## src/rtl/mem_arb_pkg.sv

```systemverilog
// Shared types for the single-port memory arbiter
// between the IF and MEM pipeline stages.
package mem_arb_pkg;
   typedef enum logic {IDLE, BUSY} stateT;
   typedef enum logic {OWN_IF, OWN_DM} ownerT;
   localparam logic [3:0] FETCH_BE = 4'hF;
endpackage

```

## src/rtl/mem_lat_counter.sv

```systemverilog
// Loadable down-counter that times one memory access.
// Saturates at zero and flags it.
module mem_lat_counter
   import mem_arb_pkg::*;
#(
   parameter int W = 1
) (
   input  logic         clk,
   input  logic         rst,
   input  logic         load,
   input  logic [W-1:0] loadVal,
   input  logic         dec,
   output logic         zero
);
   logic [W-1:0] cnt;

   always_ff @(posedge clk) begin
      if (rst) begin
         cnt <= '0;
      end else if (load) begin
         cnt <= loadVal;
      end else if (dec && cnt != '0) begin
         cnt <= cnt - W'(1);
      end
   end

   assign zero = (cnt == '0);
endmodule

```

## src/rtl/mem_port_arbiter.sv

```systemverilog
// Shares one multi-cycle memory port between fetch and
// load/store, stalling the pipeline until both are served.
module mem_port_arbiter
   import mem_arb_pkg::*;
#(
   parameter int MEM_LAT = 2
) (
   input  logic        clk,
   input  logic        rst,
   input  logic        if_req,
   input  logic [31:0] if_addr,
   output logic [31:0] if_rdata,
   input  logic        dm_req,
   input  logic        dm_we,
   input  logic [3:0]  dm_be,
   input  logic [31:0] dm_addr,
   input  logic [31:0] dm_wdata,
   output logic [31:0] dm_rdata,
   output logic        stall,
   output logic        mem_en,
   output logic        mem_we,
   output logic [3:0]  mem_be,
   output logic [31:0] mem_addr,
   output logic [31:0] mem_wdata,
   input  logic [31:0] mem_rdata
);
   localparam int CW = (MEM_LAT > 1) ? $clog2(MEM_LAT) : 1;
   localparam logic [CW-1:0] LOAD_VAL = CW'(MEM_LAT - 1);

   stateT state, stateNext;
   ownerT owner, lastOwner, grantOwner;
   logic  ifDone, dmDone;
   logic  pendIf, pendDm, stallInt;
   logic  grant, finish, cntZero;

   assign pendIf   = if_req & ~ifDone;
   assign pendDm   = dm_req & ~dmDone;
   assign stallInt = pendIf | pendDm;
   assign stall    = stallInt & ~rst;

   mem_lat_counter #(.W(CW)) uCnt (
      .clk     (clk),
      .rst     (rst),
      .load    (grant),
      .loadVal (LOAD_VAL),
      .dec     (state == BUSY),
      .zero    (cntZero)
   );

   always_ff @(posedge clk) begin
      if (rst) begin
         state <= IDLE;
      end else begin
         state <= stateNext;
      end
   end

   always_comb begin
      stateNext  = state;
      grant      = 1'b0;
      finish     = 1'b0;
      grantOwner = OWN_IF;
      unique case (state)
         IDLE: begin
            if (pendIf && pendDm) begin
               grant      = 1'b1;
               stateNext  = BUSY;
               grantOwner = (lastOwner == OWN_DM) ? OWN_IF : OWN_DM;
            end else if (pendIf || pendDm) begin
               grant      = 1'b1;
               stateNext  = BUSY;
               grantOwner = pendIf ? OWN_IF : OWN_DM;
            end
         end
         BUSY: begin
            if (cntZero) begin
               finish    = 1'b1;
               stateNext = IDLE;
            end
         end
         default: stateNext = IDLE;
      endcase
   end

   always_ff @(posedge clk) begin
      if (rst) begin
         owner     <= OWN_IF;
         lastOwner <= OWN_IF;
         ifDone    <= 1'b0;
         dmDone    <= 1'b0;
         mem_en    <= 1'b0;
         mem_we    <= 1'b0;
         mem_be    <= '0;
         mem_addr  <= '0;
         mem_wdata <= '0;
         if_rdata  <= '0;
         dm_rdata  <= '0;
      end else begin
         if (grant) begin
            owner     <= grantOwner;
            lastOwner <= grantOwner;
            mem_en    <= 1'b1;
            if (grantOwner == OWN_IF) begin
               mem_we   <= 1'b0;
               mem_be   <= FETCH_BE;
               mem_addr <= if_addr;
            end else begin
               mem_we    <= dm_we;
               mem_be    <= dm_be;
               mem_addr  <= dm_addr;
               mem_wdata <= dm_wdata;
            end
         end
         if (finish) begin
            mem_en <= 1'b0;
            mem_we <= 1'b0;
            if (owner == OWN_IF) begin
               if_rdata <= mem_rdata;
            end else if (!mem_we) begin
               dm_rdata <= mem_rdata;
            end
         end
         // completion wins over the pipeline-advance clear
         ifDone <= (finish && owner == OWN_IF) || (ifDone && stallInt);
         dmDone <= (finish && owner == OWN_DM) || (dmDone && stallInt);
      end
   end
endmodule

```

## config.mk

```make
export PLATFORM = sky130hd
export DESIGN_NAME = mem_port_arbiter
export DESIGN_NICKNAME = d
export VERILOG_FILES = /design/src/rtl/mem_arb_pkg.sv /design/src/rtl/mem_lat_counter.sv /design/src/rtl/mem_port_arbiter.sv
export SDC_FILE = /design/constraint.sdc
export NUM_CORES = 1
export LEC_CHECK = 0
export ABC_AREA = 1
export CAP_MARGIN = 10
export CORE_ASPECT_RATIO = 0.9
export CORE_MARGIN = 2
export CORE_UTILIZATION = 29
export DETAILED_ROUTE_END_ITERATION = 6
export SETUP_SLACK_MARGIN = 0.5
export SKIP_LAST_GASP = 1
export SLEW_MARGIN = 40
export SYNTH_ARGS = -nofsm -noshare
export SYNTH_HDL_FRONTEND = slang
export SYNTH_SLANG_ARGS = --single-unit
```

## constraint.sdc

```tcl
create_clock -name clk -period 2.2 [get_ports clk]
set_input_delay 0.33 -clock clk [delete_from_list [all_inputs] [get_ports clk]]
set_output_delay 0.33 -clock clk [all_outputs]
set_load 0.02 [all_outputs]
```

### Word level (Yosys, flattened, before mapping)

Index checks and enable logic that the tools add are counted.

| storage, ports and cells | value |
|---|---|
| register bits after elaboration | 139 |
| input bits | 137 |
| output and inout bits | 135 |
| word-level logic and storage cells | 54 |

| operators by class | value |
|---|---|
| add/subtract/negate cells | 1 |
| muxes and demuxes | 17 |
| bitwise logic cells | 10 |
| reduce and logical (&&, ||, !) cells | 14 |

Operators by type and width:

| cell | number |
|---|---|
| $mux 32 | 1 |
| $mux 1 | 14 |
| $logic_and 1x1->1 | 6 |
| $not 1->1 | 6 |
| $mux 4 | 1 |
| $reduce_and 2->1 | 2 |
| $and 1x1->1 | 3 |
| $logic_or 1x1->1 | 3 |
| $reduce_and 3->1 | 1 |
| $pmux 1 s2 | 1 |
| $reduce_bool 2->1 | 1 |
| $reduce_or 2->1 | 1 |
| $or 1x1->1 | 1 |
| $sub 1x1->1 const B | 1 |

### Depth between registers and ports, before layout

| logic depth | value |
|---|---|
| word-level depth | 7 |
| depth in mapped cells | 10 |
| depth with buffers taken out | 8 |

### By module

A second synthesis with hierarchy kept.

| second synthesis, totals | value |
|---|---|
| cells, all modules | 759 |
| area total of the unflattened synthesis | 5,437.7 um^2 |

Modules (own cells, without submodules):

| module | instances | cells each | area each (um^2) | seq. area each (um^2) |
|---|---|---|---|---|
| mem_port_arbiter | 1 | 750 | 5,386.4 | 2,762.6 |
| mem_lat_counter | 1 | 9 | 51.3 | 20.0 |

### Least setup slack after synthesis

OpenSTA, ideal clock, no wires.

| timing path | value |
|---|---|
| path kind | input to output |
| start point | in rst |
| end point | out stall |
| data arrival time | 975 ps |
| required time | 1,870 ps |
| setup slack | 895 ps |
| stages | 3 |
| path buffers | 2 |
| path through | clkbuf_1 -> clkbuf_1 -> nor2_1 |

| on the way | value |
|---|---|
| longest elaborated chain between the ends | 2 |

Ends and longest elaborated chain:

| what | RTL line | text |
|---|---|---|
| start, declared | mem_port_arbiter.sv:9 | `input logic rst,` |
| $not 1->1 | mem_port_arbiter.sv:39 | `assign stall = stallInt & ~rst;` |
| $and 1x1->1 | mem_port_arbiter.sv:39 |  |
| end, declared | mem_port_arbiter.sv:19 | `output logic stall,` |

Every way passes these cells.

### Final worst setup path

| timing path | value |
|---|---|
| start point | in dm_req |
| end point | out stall |

| on the way | value |
|---|---|
| longest elaborated chain between the ends | 3 |

Ends and longest elaborated chain:

| what | RTL line | text |
|---|---|---|
| start, declared | mem_port_arbiter.sv:13 | `input logic dm_req,` |
| $and 1x1->1 | mem_port_arbiter.sv:37 | `assign pendDm = dm_req & ~dmDone;` |
| $or 1x1->1 | mem_port_arbiter.sv:38 | `assign stallInt = pendIf \| pendDm;` |
| $and 1x1->1 | mem_port_arbiter.sv:39 |  |

Every way passes these cells.

==> flow_results.org <==
** Final layout
- Total area of sequential cells :: 2780 um^2
- Leaving out filler cells and counting taps, the final layout contains 1266.
- Final core utilization :: 0.485
- Number of filler cells placed in the layout :: 1923
- Number of nets in the finished design :: 1146
- Area Overhead vs Synth :: 63.6%
- Layout cells sized above 1 :: 0.0608
- Multi-input gate area in the final layout :: 2160 um^2

** Clock network
- Clock tree from TritonCTS :: done
- Number of levels in the clock H-tree :: 4
- Clock-pin slew was measured on the worst setup and hold paths at 0.06 ns.
- Counting every sink on the clock net gives 139.
- For the worst-skew pair, the clock arrives at the later sink with an insertion delay of 0.41 ns.
- Clock root cell :: sky130_fd_sc_hd__clkbuf_16
- Buffer depth of the longest clock path :: 2
- Buffers added to address setup during post-CTS repair amount to 0.
- In this run, CTS created clock tree buffers numbering 17.
- Number of buffers inserted by hold repair at cts :: 0

** Global route
- The initial antenna violation count came to 1.
- In the global route stage, overall resource usage came out at 0.183.
- The via count of the first global-routing pass was 5145.
- Total grt overflow :: 0
- Entering global routing, the biggest net connects 56 pins.
- First-pass GRT wire length :: 28.7 mm

** Floorplanning
- Die width :: 149 um
- The die covers 20000 um^2.
- The die is 134 um tall.
- Number of ports placed on the die boundary :: 272
- The floorplan has 47 rows.
- Initial Util :: 0.297
- Floorplan Core Area :: 18500 um^2

** Detailed routing
- Dividing the detail-routed via count by the number of cells gives 4.45.
- Overall routed net length :: 18.5 mm
- Remaining number of nets flagged by the antenna check after routing :: 0
- Number of design rule violations left after detail routing :: 0
- The first detailed-routing pass took 4 iterations.
- After detailed routing, the average wire length per cell comes to 14.6 um.
- Across all layers, the routed design uses 5630 vias.
- Starting DRT DRC Count :: 197

** Setup path
- Critical register-to-register path startpoint :: state$_SDFF_PP0_
- For the worst setup path, the data required time is 1.87 ns.
- The worst setup path is captured at an output port.
- Worst setup path category :: in -> out
- The worst setup path is launched from a primary input.
- Measured in cells, the most critical reg-to-reg path has a length of 6.
- Register-to-Register Setup Slack :: 0.63 ns
- Arrival time reported for the critical path endpoint :: 1.29 ns
- Maximum fanout along the worst path :: 2
- The endpoint identified for the worst register-to-register timing path is dm_rdata[25]$_SDFFE_PP0P_.

** Power
- Power spread over the standard cell area amounts to 818 nW/um^2.
- Power after layout :: 7.33 mW
- IR analysis of the VDD net gives a maximum drop of 0.448 mV.
- Lkg Pwr :: 4.63 nW

** Min path
- In this run the worst hold path is classified as in -> reg.
- In this run the most critical hold path is launched from rst.
- Worst Hold Endpoint :: if_rdata[23]$_SDFFE_PP0P_
- Along the worst hold path, the cell count comes to 3.

** Timing
- Derived from the worst setup path, the maximum achievable clock frequency is 618 MHz.
- RSZ-0062 raised after global routing :: yes
- Max-slew violation total from the final report :: 0
- Crit share post-route :: 0.735
- At the pin with the least slew margin, the transition time is 0.651 ns.
- The worst path in the final design needs a cycle of 1.62 ns, including I/O delays and setup.
- Setup violations remaining at the end of the flow were counted as 0.
- Final number of hold-violating endpoints :: 0
- Final clock skew :: 0.0107 ns
- Slew headroom :: 0.566
- For the final routed database, the setup TNS stands at 0 ns.

** Yosys
- Cell area after synthesis :: 5480 um^2
- Synth cell types :: 20
- The synthesized design contains 139 register bits.
- Number of warnings reported in the yosys synthesis log :: 0
- Mean instance size in the synthesized netlist :: 7.27 um^2
- The share of the Yosys chip area taken by registers is 0.508.
- Counting every net in the synthesized netlist gives 890.
- In the synthesized netlist, the number of instances is 753.

** Placed design
- Sum of net half-perimeters after detailed placement :: 12.7 mm
- The number of placed instances, taps included, is 1235.
- At the end of routability-driven placement, the weighted congestion stood at 0.762.
- IO Port Bufs :: 271

** Run status
- The run finished with clean final reports.

** Job
- Total of max-cap violations :: 0
## final cells by class
cell class | instances | area share
Antenna cell | 1 | 0.000279
Clock buffer | 21 | 0.0525
Clock inverter | 9 | 0.0128
Inverter | 75 | 0.0317
Multi-Input combinational cell | 487 | 0.241
Sequential cell | 139 | 0.310
Tap cell | 245 | 0.0342
Timing Repair Buffer | 289 | 0.317
## state kept, by name (all words and copies together) (netlist names), 4 cells and up
register	flops
dm_rdata	32
mem_wdata	32
if_rdata	32
mem_be	4
mem_addr	32
## what timing repair did
| action | CTS | global route |
|---|---|---|
| gates resized for setup | 100 | 39 |
| endpoints found under the setup margin | 99 | 69 |
| gates cloned | 0 | 0 |
## stage by stage
| step | hold slack [ns] | cell area [um^2] | setup WS [ns] |
|---|---|---|---|
| 2_1_floorplan | 0.440 | 5480 | 0.895 |
| 3_3_place_gp | 0.448 | 8410 | 0.127 |
| 3_5_place_dp | 0.452 | 8410 | 0.119 |
| 4_1_cts | 0.374 | 8870 | 0.420 |
| 5_1_grt | 0.388 | 8960 | 0.458 |
| 6_report | 0.384 | 8960 | 0.583 |
## metal layers
| metal | GRT usage | routed length [um] |
|---|---|---|
| met4 | 0.0460 | 285 |
| met5 | 0 | 0 |
| met3 | 0.0796 | 1650 |
| met2 | 0.286 | 8280 |
| met1 | 0.233 | 8320 |
## critical path: stages
cell and delay, ns:
sky130_fd_sc_hd__clkdlybuf4s50_1 0.45, sky130_fd_sc_hd__nand2_1 0.10, sky130_fd_sc_hd__nand2_2 0.08, sky130_fd_sc_hd__inv_1 0.04, sky130_fd_sc_hd__nor2_1 0.09, sky130_fd_sc_hd__clkbuf_2 0.20
## cells in the mapped netlist, drive strengths merged
master,number,area share
a21oi,68,0.062
buf,25,0.028
clkbuf,27,0.019
dfxtp,139,0.51
inv,75,0.051
nand2,108,0.076
nand3,98,0.090
nor2,142,0.10
o211ai,1,0.0014
o21ai,69,0.063
o21bai,1,0.0014
## report_power, final
part	internal [mW]	leakage [nW]	switching [mW]	total, mW
clock network	1.75	0.282	1.07	2.83
registers	2.75	1.14	0.108	2.86
logic	0.709	3.21	0.940	1.65
total	5.21	4.63	2.12	7.33
## cell usage in the layout (no fill, tap or decap), drive strengths merged, types with 22 or more instances in the layout
master / instances
dfxtp: 139
nand2: 108
a21oi: 68
inv: 76
nand3: 98
dlymetal6s2s: 36
clkdlybuf4s50: 135
o21ai: 69
nor2: 142
dlygate4sd2: 98
clkbuf: 22
## kinds of logic (layout without fill, tap and decap cells)
kind of cell	Yosys count	in the layout	synth area share
DFF	139	139	0.508
and+or+nand+nor	348	348	0.266
other	0	1	0
AOI/OAI and AO/OA	139	139	0.128
buffers and inverters	127	394	0.0978
## how the worst max path moves through the flow
| stage | startpoint | endpoint | cells after the start |
|---|---|---|---|
| after floorplan | rst | stall | 3 |
| after CTS | dm_req | stall | 6 |
| final | dm_req | stall | 6 |
| after global placement | dm_req | stall | 6 |
| after detailed placement | dm_req | stall | 6 |
| after global routing | dmDone$_SDFF_PP0_ | stall | 6 |
(Power assumes the default switching activity.)
